[src/rtl/fc_link_mon_pkg.sv]
// fc_link_monitor shared types, CSR map and xcvr status-word layout.
// FC_LINK_MON_UNKNOWN_PRIM_EN adds the unknown-primitive poll and CSRs 5/6.
package fc_link_mon_pkg;

  typedef enum logic [1:0] {
    LS_DOWN    = 2'd0,
    LS_SYNCING = 2'd1,
    LS_UP      = 2'd2
  } link_state_t;

`ifdef FC_LINK_MON_UNKNOWN_PRIM_EN
  typedef enum logic [1:0] {
    PS_WAIT       = 2'd0,
    PS_RD_STATUS  = 2'd1,
    PS_EVAL       = 2'd2,
    PS_RD_UNKNOWN = 2'd3
  } poll_state_t;
  localparam int STICKY_W = 4;
`else
  typedef enum logic [1:0] {
    PS_WAIT      = 2'd0,
    PS_RD_STATUS = 2'd1,
    PS_EVAL      = 2'd2
  } poll_state_t;
  localparam int STICKY_W = 3;
`endif

  localparam logic [2:0] CSR_STATUS   = 3'd0;
  localparam logic [2:0] CSR_LOS      = 3'd1;
  localparam logic [2:0] CSR_CERR     = 3'd2;
  localparam logic [2:0] CSR_STICKY   = 3'd3;
  localparam logic [2:0] CSR_CTRL     = 3'd4;
  localparam logic [2:0] CSR_UNK_WORD = 3'd5;
  localparam logic [2:0] CSR_UNK_CNT  = 3'd6;

  localparam logic [9:0] ADDR_STATUS  = 10'h000;
  localparam logic [9:0] ADDR_UNKNOWN = 10'h001;

  localparam int SYNC_LSB = 0;
  localparam int PAT_LSB  = 4;
  localparam int ERR_LSB  = 8;
  localparam int DISP_LSB = 12;
  localparam int PLL_BIT  = 16;

  localparam int STK_LOS  = 0;
  localparam int STK_UP   = 1;
  localparam int STK_CERR = 2;
  localparam int STK_UNK  = 3;

  function automatic logic poll_good(input logic [16:0] w);
    return (w[SYNC_LSB +: 4] == 4'hF) && w[PLL_BIT];
  endfunction

endpackage

[src/rtl/fc_sat_counter.sv]
// Saturating event counter with synchronous clear.
// Clear dominates a simultaneous increment.
module fc_sat_counter #(
  parameter int CNT_W = 16
) (
  input  logic             mgmt_clk,
  input  logic             reset,
  input  logic             inc_i,
  input  logic             clr_i,
  output logic [CNT_W-1:0] value_o
);

  logic [CNT_W-1:0] cnt_q, cnt_d;

  // next count: clear wins, otherwise count up and stick at all-ones
  always_comb begin
    cnt_d = cnt_q;
    if (clr_i) begin
      cnt_d = '0;
    end else if (inc_i && (cnt_q != '1)) begin
      cnt_d = cnt_q + 1'b1;
    end
  end

  // count register
  always_ff @(posedge mgmt_clk) begin
    if (reset) cnt_q <= '0;
    else       cnt_q <= cnt_d;
  end

  assign value_o = cnt_q;

endmodule

[src/rtl/fc_link_monitor.sv]
// Polls the FC xcvr status word, debounces link state, counts events.
// FC_LINK_MON_UNKNOWN_PRIM_EN enables the extra unknown-primitive read.
module fc_link_monitor
  import fc_link_mon_pkg::*;
#(
  parameter int POLL_INTERVAL   = 1024,
  parameter int SYNC_UP_COUNT   = 8,
  parameter int SYNC_DOWN_COUNT = 2,
  parameter int CNT_W           = 16
) (
  input  logic        mgmt_clk,
  input  logic        reset,
  output logic [9:0]  xm_address,
  output logic        xm_read,
  input  logic        xm_waitrequest,
  input  logic [31:0] xm_readdata,
  input  logic [2:0]  csr_address,
  input  logic        csr_read,
  input  logic        csr_write,
  input  logic [31:0] csr_writedata,
  output logic [31:0] csr_readdata,
  output logic        link_up,
  output logic        irq
);

  localparam int TW = $clog2(POLL_INTERVAL);
  localparam logic [TW-1:0] TMR_RELOAD = TW'(POLL_INTERVAL - 1);
  localparam logic [7:0] UP_N = 8'(SYNC_UP_COUNT);
  localparam logic [7:0] DN_N = 8'(SYNC_DOWN_COUNT);

  poll_state_t ps_q, ps_d;
  logic [TW-1:0] tmr_q, tmr_d;
  logic [16:0] stat_q, stat_d;
  logic eval;

  link_state_t ls_q, ls_d;
  logic [7:0] good_q, good_d;
  logic [7:0] bad_q, bad_d;

  logic [STICKY_W-1:0] sticky_q, sticky_d;
  logic [STICKY_W-1:0] sticky_set, sticky_w1c;
  logic [STICKY_W-1:0] mask_q, mask_d;
  logic poll_en_q, poll_en_d;

  logic los_inc, cerr_inc;
  logic wr_los, wr_cerr, wr_sticky, wr_ctrl;
  logic [CNT_W-1:0] los_val, cerr_val;
  logic good_poll, err_poll;
  logic [31:0] rdata;

`ifdef FC_LINK_MON_UNKNOWN_PRIM_EN
  logic [31:0] unk_word_q, unk_word_d;
  logic unk_new;
  logic wr_unk;
  logic [CNT_W-1:0] unk_val;
`endif

  logic unused_bits;
  assign unused_bits = ^{csr_writedata[31:8+STICKY_W],
                         csr_writedata[7:1],
                         xm_readdata[31:17]};

  assign wr_los    = csr_write && (csr_address == CSR_LOS);
  assign wr_cerr   = csr_write && (csr_address == CSR_CERR);
  assign wr_sticky = csr_write && (csr_address == CSR_STICKY);
  assign wr_ctrl   = csr_write && (csr_address == CSR_CTRL);

  // poll sequencer: interval timer, Avalon read handshake, capture
  always_comb begin
    ps_d   = ps_q;
    tmr_d  = tmr_q;
    stat_d = stat_q;
    eval   = 1'b0;
`ifdef FC_LINK_MON_UNKNOWN_PRIM_EN
    unk_word_d = unk_word_q;
    unk_new    = 1'b0;
`endif
    case (ps_q)
      PS_WAIT: begin
        if (tmr_q != '0) begin
          tmr_d = tmr_q - 1'b1;
        end else if (poll_en_q) begin
          ps_d = PS_RD_STATUS;
        end
      end
      PS_RD_STATUS: begin
        if (!xm_waitrequest) begin
          stat_d = xm_readdata[16:0];
`ifdef FC_LINK_MON_UNKNOWN_PRIM_EN
          ps_d = PS_RD_UNKNOWN;
`else
          ps_d = PS_EVAL;
`endif
        end
      end
`ifdef FC_LINK_MON_UNKNOWN_PRIM_EN
      PS_RD_UNKNOWN: begin
        if (!xm_waitrequest) begin
          ps_d = PS_EVAL;
          if (xm_readdata != unk_word_q) begin
            unk_new    = 1'b1;
            unk_word_d = xm_readdata;
          end
        end
      end
`endif
      PS_EVAL: begin
        eval  = 1'b1;
        ps_d  = PS_WAIT;
        tmr_d = TMR_RELOAD;
      end
      default: ps_d = PS_WAIT;
    endcase
  end

  assign good_poll = poll_good(stat_q);
  assign err_poll  = |(stat_q[ERR_LSB +: 4] | stat_q[DISP_LSB +: 4]);

  // link debounce FSM and event detection, advanced once per poll
  always_comb begin
    ls_d       = ls_q;
    good_d     = good_q;
    bad_d      = bad_q;
    los_inc    = 1'b0;
    cerr_inc   = 1'b0;
    sticky_set = '0;
    if (eval) begin
      if (err_poll && (ls_q != LS_DOWN)) begin
        cerr_inc             = 1'b1;
        sticky_set[STK_CERR] = 1'b1;
      end
      case (ls_q)
        LS_DOWN: begin
          if (good_poll) begin
            good_d = 8'd1;
            if (UP_N == 8'd1) begin
              ls_d               = LS_UP;
              bad_d              = '0;
              sticky_set[STK_UP] = 1'b1;
            end else begin
              ls_d = LS_SYNCING;
            end
          end
        end
        LS_SYNCING: begin
          if (good_poll) begin
            good_d = good_q + 8'd1;
            if (good_d == UP_N) begin
              ls_d               = LS_UP;
              bad_d              = '0;
              sticky_set[STK_UP] = 1'b1;
            end
          end else begin
            ls_d = LS_DOWN;
          end
        end
        LS_UP: begin
          if (good_poll) begin
            bad_d = '0;
          end else begin
            bad_d = bad_q + 8'd1;
            if (bad_d == DN_N) begin
              ls_d                = LS_DOWN;
              bad_d               = '0;
              los_inc             = 1'b1;
              sticky_set[STK_LOS] = 1'b1;
            end
          end
        end
        default: ls_d = LS_DOWN;
      endcase
    end
`ifdef FC_LINK_MON_UNKNOWN_PRIM_EN
    sticky_set[STK_UNK] = unk_new;
`endif
  end

  // sticky W1C (hardware set wins) and control register
  always_comb begin
    sticky_w1c = wr_sticky ? csr_writedata[STICKY_W-1:0] : '0;
    sticky_d   = (sticky_q & ~sticky_w1c) | sticky_set;
    poll_en_d  = poll_en_q;
    mask_d     = mask_q;
    if (wr_ctrl) begin
      poll_en_d = csr_writedata[0];
      mask_d    = csr_writedata[8 +: STICKY_W];
    end
  end

  // state registers
  always_ff @(posedge mgmt_clk) begin
    if (reset) begin
      ps_q      <= PS_WAIT;
      tmr_q     <= TMR_RELOAD;
      stat_q    <= '0;
      ls_q      <= LS_DOWN;
      good_q    <= '0;
      bad_q     <= '0;
      sticky_q  <= '0;
      mask_q    <= '0;
      poll_en_q <= 1'b1;
    end else begin
      ps_q      <= ps_d;
      tmr_q     <= tmr_d;
      stat_q    <= stat_d;
      ls_q      <= ls_d;
      good_q    <= good_d;
      bad_q     <= bad_d;
      sticky_q  <= sticky_d;
      mask_q    <= mask_d;
      poll_en_q <= poll_en_d;
    end
  end

  fc_sat_counter #(.CNT_W(CNT_W)) u_los_cnt (
    .mgmt_clk (mgmt_clk),
    .reset    (reset),
    .inc_i    (los_inc),
    .clr_i    (wr_los),
    .value_o  (los_val)
  );

  fc_sat_counter #(.CNT_W(CNT_W)) u_cerr_cnt (
    .mgmt_clk (mgmt_clk),
    .reset    (reset),
    .inc_i    (cerr_inc),
    .clr_i    (wr_cerr),
    .value_o  (cerr_val)
  );

`ifdef FC_LINK_MON_UNKNOWN_PRIM_EN
  assign wr_unk = csr_write && (csr_address == CSR_UNK_CNT);

  // last distinct unknown-primitive word
  always_ff @(posedge mgmt_clk) begin
    if (reset) unk_word_q <= '0;
    else       unk_word_q <= unk_word_d;
  end

  fc_sat_counter #(.CNT_W(CNT_W)) u_unk_cnt (
    .mgmt_clk (mgmt_clk),
    .reset    (reset),
    .inc_i    (unk_new),
    .clr_i    (wr_unk),
    .value_o  (unk_val)
  );
`endif

  // CSR read mux, zero wait state
  always_comb begin
    rdata = '0;
    case (csr_address)
      CSR_STATUS: rdata = {14'b0, ls_q, stat_q[15:0]};
      CSR_LOS:    rdata = 32'(los_val);
      CSR_CERR:   rdata = 32'(cerr_val);
      CSR_STICKY: rdata = 32'(sticky_q);
      CSR_CTRL: begin
        rdata[0]            = poll_en_q;
        rdata[8 +: STICKY_W] = mask_q;
      end
`ifdef FC_LINK_MON_UNKNOWN_PRIM_EN
      CSR_UNK_WORD: rdata = unk_word_q;
      CSR_UNK_CNT:  rdata = 32'(unk_val);
`endif
      default: rdata = '0;
    endcase
  end

  assign csr_readdata = csr_read ? rdata : '0;

`ifdef FC_LINK_MON_UNKNOWN_PRIM_EN
  assign xm_read    = (ps_q == PS_RD_STATUS) || (ps_q == PS_RD_UNKNOWN);
  assign xm_address = (ps_q == PS_RD_UNKNOWN) ? ADDR_UNKNOWN : ADDR_STATUS;
`else
  assign xm_read    = (ps_q == PS_RD_STATUS);
  assign xm_address = ADDR_STATUS;
`endif

  assign link_up = (ls_q == LS_UP);
  assign irq     = |(sticky_q & mask_q);

endmodule
[config.mk]
export PLATFORM = sky130hd
export DESIGN_NAME = fc_link_monitor
export DESIGN_NICKNAME = d
export VERILOG_FILES = /design/src/rtl/fc_link_mon_pkg.sv /design/src/rtl/fc_sat_counter.sv /design/src/rtl/fc_link_monitor.sv
export SDC_FILE = /design/constraint.sdc
export NUM_CORES = 1
export LEC_CHECK = 0
export BUFFER_PORTS_ARGS = -buffer_cell sky130_fd_sc_hd__buf_4
export CAP_MARGIN = 25
export CORE_ASPECT_RATIO = 0.9
export CORE_MARGIN = 8
export CORE_UTILIZATION = 54
export CTS_CLUSTER_DIAMETER = 200
export DETAILED_ROUTE_END_ITERATION = 8
export PLACE_DENSITY_LB_ADDON = 0.08
export SLEW_MARGIN = 10
export SYNTH_ARGS = -nofsm -noshare
export SYNTH_HDL_FRONTEND = slang
export SYNTH_SLANG_ARGS = --single-unit
[constraint.sdc]
create_clock -name mgmt_clk -period 2.5 [get_ports mgmt_clk]
set_input_delay 0.5 -clock mgmt_clk [delete_from_list [all_inputs] [get_ports mgmt_clk]]
set_output_delay 0.5 -clock mgmt_clk [all_outputs]
set_load 0.01 [all_outputs]
* Word level (Yosys, flattened, before mapping)
Cells that the tools add are included.
Word-level totals: flip-flop bits (word level) 86, input port bits 72, output and inout port bits 45, word-level logic and storage cells 108
Operators by class: add/sub/neg operators 5, equality and inequality tests 23, multiplexer cells 37, bitwise operators 6, reduce and logical (&&, ||, !) cells 26
Operators by type and width (count):
- 2-to-1 mux 8 bit | 6
- adder 16 x 1 -> 16 bit, second input constant | 2
- 2-to-1 mux 32 bit | 1
- inequality test 16 bit, second input constant | 2
- case mux 8 bit (2 select lines) | 2
- case mux 7 bit (4 select lines) | 1
- case mux 7 bit (3 select lines) | 1
- case mux 10 bit (2 select lines) | 1
- adder 8 x 1 -> 8 bit, second input constant | 2
- 2-to-1 mux 2 bit | 8
- inequality test 2 bit, second input constant | 8
- case mux 3 bit (4 select lines) | 1
- 2-to-1 mux 1 bit | 10
- 2-to-1 mux 10 bit | 1
- nonzero test 10 bit | 1
- subtractor 10 x 1 -> 10 bit, second input constant | 1
- == test 8 x 2 -> 1 bit, second input constant | 1
- == test 8 x 4 -> 1 bit, second input constant | 1
- logical AND 1 bit | 8
- AND reduction 4 bit | 2
- nonzero test 2 bit | 4
- bitwise AND 3 bit | 2
- == test 3 x 2 -> 1 bit, second input constant | 2
- 2-to-1 mux 3 bit | 2
- 22 further kinds | 27

* Logic depth before layout (Yosys ltp)
Gate-level depths: netlist of the first run.
word-level depth 7, depth in mapped cells 9, mapped depth without buffers 8

* Modules after synthesis
Synthesis of the first run repeated with hierarchy kept, for this count alone.
Second synthesis, totals: cells, all modules 653, area total of the unflattened synthesis 5198.7 um^2
By module, submodules not included:
- fc_link_monitor | instances 1, cells an instance 449, area each 3364.5 um^2, sequential area each 1081.0 um^2
- fc_sat_counter | instances 2, cells an instance 102, area each 917.1 um^2, sequential area each 320.3 um^2

* Worst setup path before layout of the first run
OpenSTA, ideal clock, no wires.
kind input to output, start point in csr_address[0], end point out csr_readdata[2], arrival time 1.744 ns, data required time 2.000 ns, setup slack 0.256 ns, stages on the path 4, path buffers 2, cell sequence clkbuf_1 clkbuf_1 mux4_2 nor2b_1
Between the ends: word-level cells in the longest chain between the ends 3, elaborated cells on any way between the ends 6, those cells by class 3 x eq/ne; 2 x mux; 1 x reduce/logical
RTL lines:
- start, declared | line fc_link_monitor.sv:17 | input logic [2:0] csr_address,
- == test 3 x 2 -> 1 bit (tied with other cells) | line fc_link_monitor.sv:252 | case (csr_address)
- case mux 7 bit (4 select lines) (*) | line fc_link_monitor.sv:252
- 2-to-1 mux 32 bit (*) | line fc_link_monitor.sv:269 | assign csr_readdata = csr_read ? rdata : '0;
- end, declared | line fc_link_monitor.sv:21 | output logic [31:0] csr_readdata,
Every way passes the cells marked *; elsewhere a longest branch is shown, timed or not.

* Worst setup path in the final report of the first run
start point reg bad_q[0], end point reg u_los_cnt.cnt_q[10], in the netlist u_los_cnt.value_o[10]
Between the ends: word-level cells in the longest chain between the ends 7
RTL lines:
- start, declared | line fc_link_monitor.sv:38 | logic [7:0] bad_q, bad_d;
- start signal, assigned | line fc_link_monitor.sv:198 | bad_q <= '0;
- start signal, assigned | line fc_link_monitor.sv:208 | bad_q <= bad_d;
- adder 8 x 1 -> 8 bit | line fc_link_monitor.sv:161 | bad_d = bad_q + 8'd1;
- == test 8 x 2 -> 1 bit | line fc_link_monitor.sv:162 | if (bad_d == DN_N) begin
- 2-to-1 mux 1 bit | line fc_link_monitor.sv:162
- 2-to-1 mux 1 bit | line fc_link_monitor.sv:158 | if (good_poll) begin
- 2-to-1 mux 1 bit | line fc_link_monitor.sv:132 | case (ls_q)
- 2-to-1 mux 1 bit | line fc_link_monitor.sv:127 | if (eval) begin
- logical AND 1 bit | line fc_sat_counter.sv:20 | end else if (inc_i && (cnt_q != '1)) begin
- end signal, assigned | line fc_sat_counter.sv:28 | else cnt_q <= cnt_d;
- end, declared | line fc_sat_counter.sv:13 | logic [CNT_W-1:0] cnt_q, cnt_d;
Every way passes these cells. A chain may end at the register's enable or synchronous reset.

==> results of run 1 <==
## metrics by stage
stage          util, %  total power, mW  area [µm²]  hold slack [ns]  setup WS (ns)
4_1_cts           62.8             2.67        5380            0.355          0.159
5_1_grt           62.9             2.75        5390            0.348         0.0431
2_1_floorplan        -             1.52        4860            0.436          0.256
3_5_place_dp      60.2             1.55        5150            0.451          0.169
6_report          62.9             2.65        5390            0.369          0.183
3_3_place_gp      60.2             1.55        5150            0.446          0.266
## per-layer routing
| layer | track usage [%] | up-vias | share of wire, % |
|---|---|---|---|
| met4 | 7.22 | 0 | 1.8 |
| met2 | 30.7 | 179 | 43 |
| met1 | 28.2 | 2049 | 46 |
| met5 | 0 | - | 0 |
| met3 | 5.06 | 16 | 9.0 |
| li1 | - | 2189 | - |
## power breakdown
group	leakage, nW	internal (mW)	total [mW]	switching (mW)
clock	0.108	0.653	1.13	0.478
combinational	1.16	0.0546	0.144	0.0899
sequential	0.694	1.37	1.38	0.00485
total	1.96	2.08	2.65	0.573
## synthesized netlist by cell type, types with 7 or more instances
cell      number
dfxtp_1       86
o21ai_0       17
clkbuf_1      20
or3_1          8
xor2_1        19
inv_1         10
nand4_1       13
ha_1           7
xnor2_1        8
nor2_1        78
buf_4         25
a21oi_1       57
nor3_1        12
nand3_1       29
nor2b_1       10
nand2_1       94
mux2i_1       19
## cell families after synthesis
logic type | synth area share, %
AND/OR/NAND/NOR | 29.6
AO/OA/AOI/OAI | 14.9
flip-flops | 36.1
buffers and inverters | 7.55
XOR/XNOR | 4.96
multiplexers | 4.93
adder cells (fa/ha/maj) | 1.84
other | 0.0786
## final cells by class
| class | count | share of cell area [%] |
|---|---|---|
| timing repair buffer | 63 | 8.78 |
| multi-input combinational | 486 | 51.6 |
| inverter | 10 | 0.697 |
| clock buffer | 10 | 2.37 |
| tap | 119 | 2.76 |
| sequential | 86 | 32.0 |
| clock inverter | 4 | 1.81 |
## registers in the layout (all words and copies together), names as in the netlist
name,flops
poll_en_q,1
u_cerr_cnt.value_o,16
bad_q,8
ls_q,2
ps_q,2
sticky_q,3
good_q,8
tmr_q,10
mask_q,3
stat_q,17
u_los_cnt.value_o,16
## critical path: stages (launching register included)
cell and delay (ns):
dfxtp_1 0.37, ha_1 0.26, or3_1 0.31, o31ai_1 0.08, and4b_1 0.31, nand3_2 0.28
or4_1 0.49, a21oi_1 0.14
## how the worst max path moves through the flow
stage	start	endpoint	slack [ns]	depth (start not counted)
final	bad_q[0]	u_los_cnt.value_o[10]	0.18	7
after global routing	ps_q[1]	u_cerr_cnt.value_o[6]	0.04	6
after CTS	ps_q[1]	u_cerr_cnt.value_o[9]	0.16	6
after detailed placement	ps_q[1]	u_cerr_cnt.value_o[9]	0.17	6
after global placement	ps_q[1]	u_cerr_cnt.value_o[9]	0.27	6
after floorplan	csr_address[0]	csr_readdata[2]	0.26	4
==> results.cfg, run 1 <==
[synth]
synth_top_area_share_pct = 36.1
synth_top_area_cell = dfxtp_1
async_flop_share_pct = 0
synth-edff-count = 0
syn_avg_cell_area_um2 = 7.82
ys_top_cells_by_area = dfxtp_1 (36%), nand2_1 (7.4%), nor2_1 (6.1%), a21oi_1 (6.0%), mux2i_1 (4.0%)
synth-seq-cells = 86
synthDistinctLibCells = 62
ys_seq_area_share_pct = 36.1
synth_cells = 610
syn_area_um2 = 4770
synthFlopType = dfxtp_1
ys_warn_count = 0

[cts]
root_buffer = clkbuf_8
numCtsBuffers = 9
clk_latency_ns = 0.37
clk_pin_slew_worst_paths_ns = 0.08
cts_tree = done
cts_sinks = 86
cts_hold_buf = 0
h-tree-depth = 3
post-cts-setup-buffer-count = 0
cts_resized = 0
clk_path_buf_depth = 2

[route]
drt-vias-per-instance = 5.70
antenna_left = 0
drc = 0
drt_wl_total_mm = 12.1
drt_first_pass_iters = 5
wire_per_inst_um = 15.6
drt_iter0_markers = 401
vias = 4433

[cells_and_area]
stdcell_count = 778
syn_to_final_growth_pct = 12.9
antenna_cells = 0
fin_nets = 735
fill_cells = 776
final_cell_mix = nand2_1 (94), dfxtp_1 (86), nor2_1 (78), buf_4 (63), a21oi_1 (57)
multiInputGateArea_um2 = 2780
final_common_cell = nand2_1
seqCellArea_um2 = 1720
drive_gt1_share_pct = 13.7

[sta]
skew_ns = 0.0110
fmax_ghz = 0.432
rsz0062_at_grt = false
tightest_slew_ns = 0.845
drv_slew = 0
fin_setup_tns_ns = 0
relSlewSlack_pct = 43.7
fin_crit_ns = 2.32
final-hold-violation-count = 0
setup_viol = 0
fin_crit_sh_pct = 92.7

[critical_path]
rr_startpoint = bad_q[0]
start_kind = flip-flop
crit_arrival_ns = 2.61
rrSetupSlack_ns = 0.18
critPathMaxFanout = 15
timing.rr.end = u_los_cnt.value_o[10]
r2r_cells = 7
worstSetupPathType = reg -> reg
required_ns = 2.80
worst_setup_path_end_kind = flip-flop

[floorplanning]
die_w_um = 115
fp.dieArea_um2 = 12100
initial_utilization_pct = 55.7
core_area_um2 = 8570
num_io_pins = 117
num_rows = 32
die_y_um = 105

[global_routing]
grt_max_degree = 50
grt_overflow = 0
grt_pass1_vias = 4127
antenna_found_initial = 0
grt_pass1_wl_mm = 20.2
grt_usage_pct = 20.6

[placed_design]
place_congestion = 0.906
dpl.hpwl_mm = 8.95
port-buffer-count = 51
dp_cells = 764

[min_path]
hold_path.class = in -> reg
worstHoldStart = csr_writedata[0]
hold_path_depth = 2
min_to = poll_en_q

[power]
ir_drop_v = 0.000472
total_leakage_power_nw = 1.96
pwr_density_cell_nw_per_um2 = 493

[run_status]
status = finished, final reports clean

[job]
drv_cap = 0
Note: power is estimated with default switching activity, not from simulation.
==> run 2: changes to the inputs <==
--- a/config.mk
+++ b/config.mk
@@ -5,6 +5,7 @@
 export SDC_FILE = /design/constraint.sdc
 export NUM_CORES = 1
 export LEC_CHECK = 0
+export ABC_AREA = 0
 export BUFFER_PORTS_ARGS = -buffer_cell sky130_fd_sc_hd__buf_4
 export CAP_MARGIN = 25
 export CORE_ASPECT_RATIO = 0.9
@@ -13,6 +14,7 @@
 export CTS_CLUSTER_DIAMETER = 200
 export DETAILED_ROUTE_END_ITERATION = 8
 export PLACE_DENSITY_LB_ADDON = 0.08
+export REMOVE_ABC_BUFFERS = 1
 export SLEW_MARGIN = 10
 export SYNTH_ARGS = -nofsm -noshare
 export SYNTH_HDL_FRONTEND = slang
==> results.cfg, run 2 (same netlist as run 1, synthesis figures left out) <==
[power]
p_comb_share_pct = 5.3
intPower_mw = 2.09
swShare_pct = 22.2
ir_drop_v = 0.000346
power_frac_seq_pct = 51.3
clkPwrFrac_pct = 43.4
pwr_density_cell_nw_per_um2 = 498
p_sw_mw = 0.597
total_leakage_power_nw = 1.97

[floorplanning]
num_rows = 32
fp.dieArea_um2 = 12100
initial_utilization_pct = 55.7
die_y_um = 105
num_io_pins = 117
die_w_um = 115
core_area_um2 = 8570

[global_routing]
grt_use_met3_pct = 3.86
antenna_found_initial = 0
use_met2_pct = 31.2
grt_pass1_vias = 3972
grt_util_met1_pct = 26.6
grt_pass1_wl_mm = 19.5
grt_overflow = 0
busiest_layer = met2
grt_usage_pct = 19.7
grt_max_degree = 50

[cells_and_area]
drive_gt1_share_pct = 13.6
post-route-util_pct = 63.0
regMostFlops = stat_q
fin_nets = 735
final_cell_mix = nand2_1 (94), dfxtp_1 (86), nor2_1 (78), buf_4 (63), a21oi_1 (57)
stdcell_count = 779
final_common_cell = nand2_1
fin_area_um2 = 5400
antenna_cells = 0
fill_cells = 798
syn_to_final_growth_pct = 13.2
largest_register_ffs = 17

[sta]
fin_ws_ns = 0.236
drv_slew = 0
final-hold-violation-count = 0
fin_crit_ns = 2.26
fmax_ghz = 0.442
setup_viol = 0
fin_setup_tns_ns = 0
relSlewSlack_pct = 39.6
skew_ns = 0.0109
tightest_slew_ns = 0.899
fin_crit_sh_pct = 90.6
rsz0062_at_grt = false

[critical_path]
start_kind = flip-flop
critPathMaxFanout = 15
required_ns = 2.80
crit_arrival_ns = 2.56
worstSetupPathType = reg -> reg
worst_setup_path_end_kind = flip-flop

[cts]
cts_sinks = 86
root_buffer = clkbuf_8
clk_latency_ns = 0.36
cts_hold_buf = 0
cts_tree = done
numCtsBuffers = 9
h-tree-depth = 3
clk_pin_slew_worst_paths_ns = 0.09
clk_path_buf_depth = 2

[route]
vias = 4312
drt_first_pass_iters = 5
wire_per_inst_um = 15.2
drt_wl_total_mm = 11.9
drt-vias-per-instance = 5.54
drc = 0
drt_iter0_markers = 330
antenna_left = 0

[placed_design]
port-buffer-count = 51
place_ws_ns = 0.166
dpl.hpwl_mm = 8.87
dp_cells = 764
place_congestion = 0.865
placed_area_um2 = 5150

[job]
drv_cap = 0

[run_status]
status = finished, final reports clean

[min_path]
hold_path.class = in -> reg
run 2: cell types whose count changed in the layout (fill, tap and decap cells not counted), sizes merged:
cell | previous run | this run
inv | 10 | 11
clkinv | 0 | 1
clkinvlp | 1 | 0
run 2: through the flow:
stage / hold slack [ns] / power (mW)
after floorplan: 0.430 / 1.47
after global placement: 0.442 / 1.55
after detailed placement: 0.449 / 1.55
after CTS: 0.371 / 2.70
after global routing: 0.366 / 2.77
final: 0.379 / 2.69
run 2: final cells by class:
type / instances / area, µm² / area share, %
clock inverter: 5 / 108 / 1.99
inverter: 10 / 37.5 / 0.695
tap: 119 / 149 / 2.76
sequential: 86 / 1720 / 31.9
timing repair buffer: 63 / 473 / 8.76
clock buffer: 10 / 128 / 2.36
multi-input combinational: 486 / 2780 / 51.5
run 2: repair_timing:
action                                  CTS  global route
gates resized for setup                   0             1
buffers inserted                          0             0
endpoints found under the setup margin    0             1
run 2: path summary, 6_finish.rpt:
| path | to | cells after the start | start | slack, ns |
|---|---|---|---|---|
| min reg2reg | stat_q[6] | 2 | stat_q[6] | 0.46 |
| min | stat_q[14] | 3 | xm_readdata[14] | 0.38 |
| max reg2reg | u_los_cnt.value_o[10] | 6 | bad_q[1] | 0.24 |
| max | u_los_cnt.value_o[10] | 6 | bad_q[1] | 0.24 |
run 2: worst max-delay path, stage by stage (launching register included):
cell and delay [ns]:
dfxtp_1 0.33, ha_1 0.23, and3_2 0.27, o41ai_4 0.50
nand3_4 0.26, or4_1 0.46, a21oi_1 0.14
run 2: routing by layer:
layer	routed length, µm	vias to the layer above
li1	-	2185
met1	5530	1985
met2	5490	130
met3	734	12
met4	122	0
met5	0	-
run 2: power by group through the flow:
stage                     combinational [mW]  sequential (mW)  clock (mW)
after floorplan                       0.0569             1.41           0
after global placement                 0.136             1.41           0
after detailed placement               0.139             1.41           0
after CTS                              0.140             1.38        1.18
after global routing                   0.154             1.38        1.24
final                                  0.141             1.38        1.17
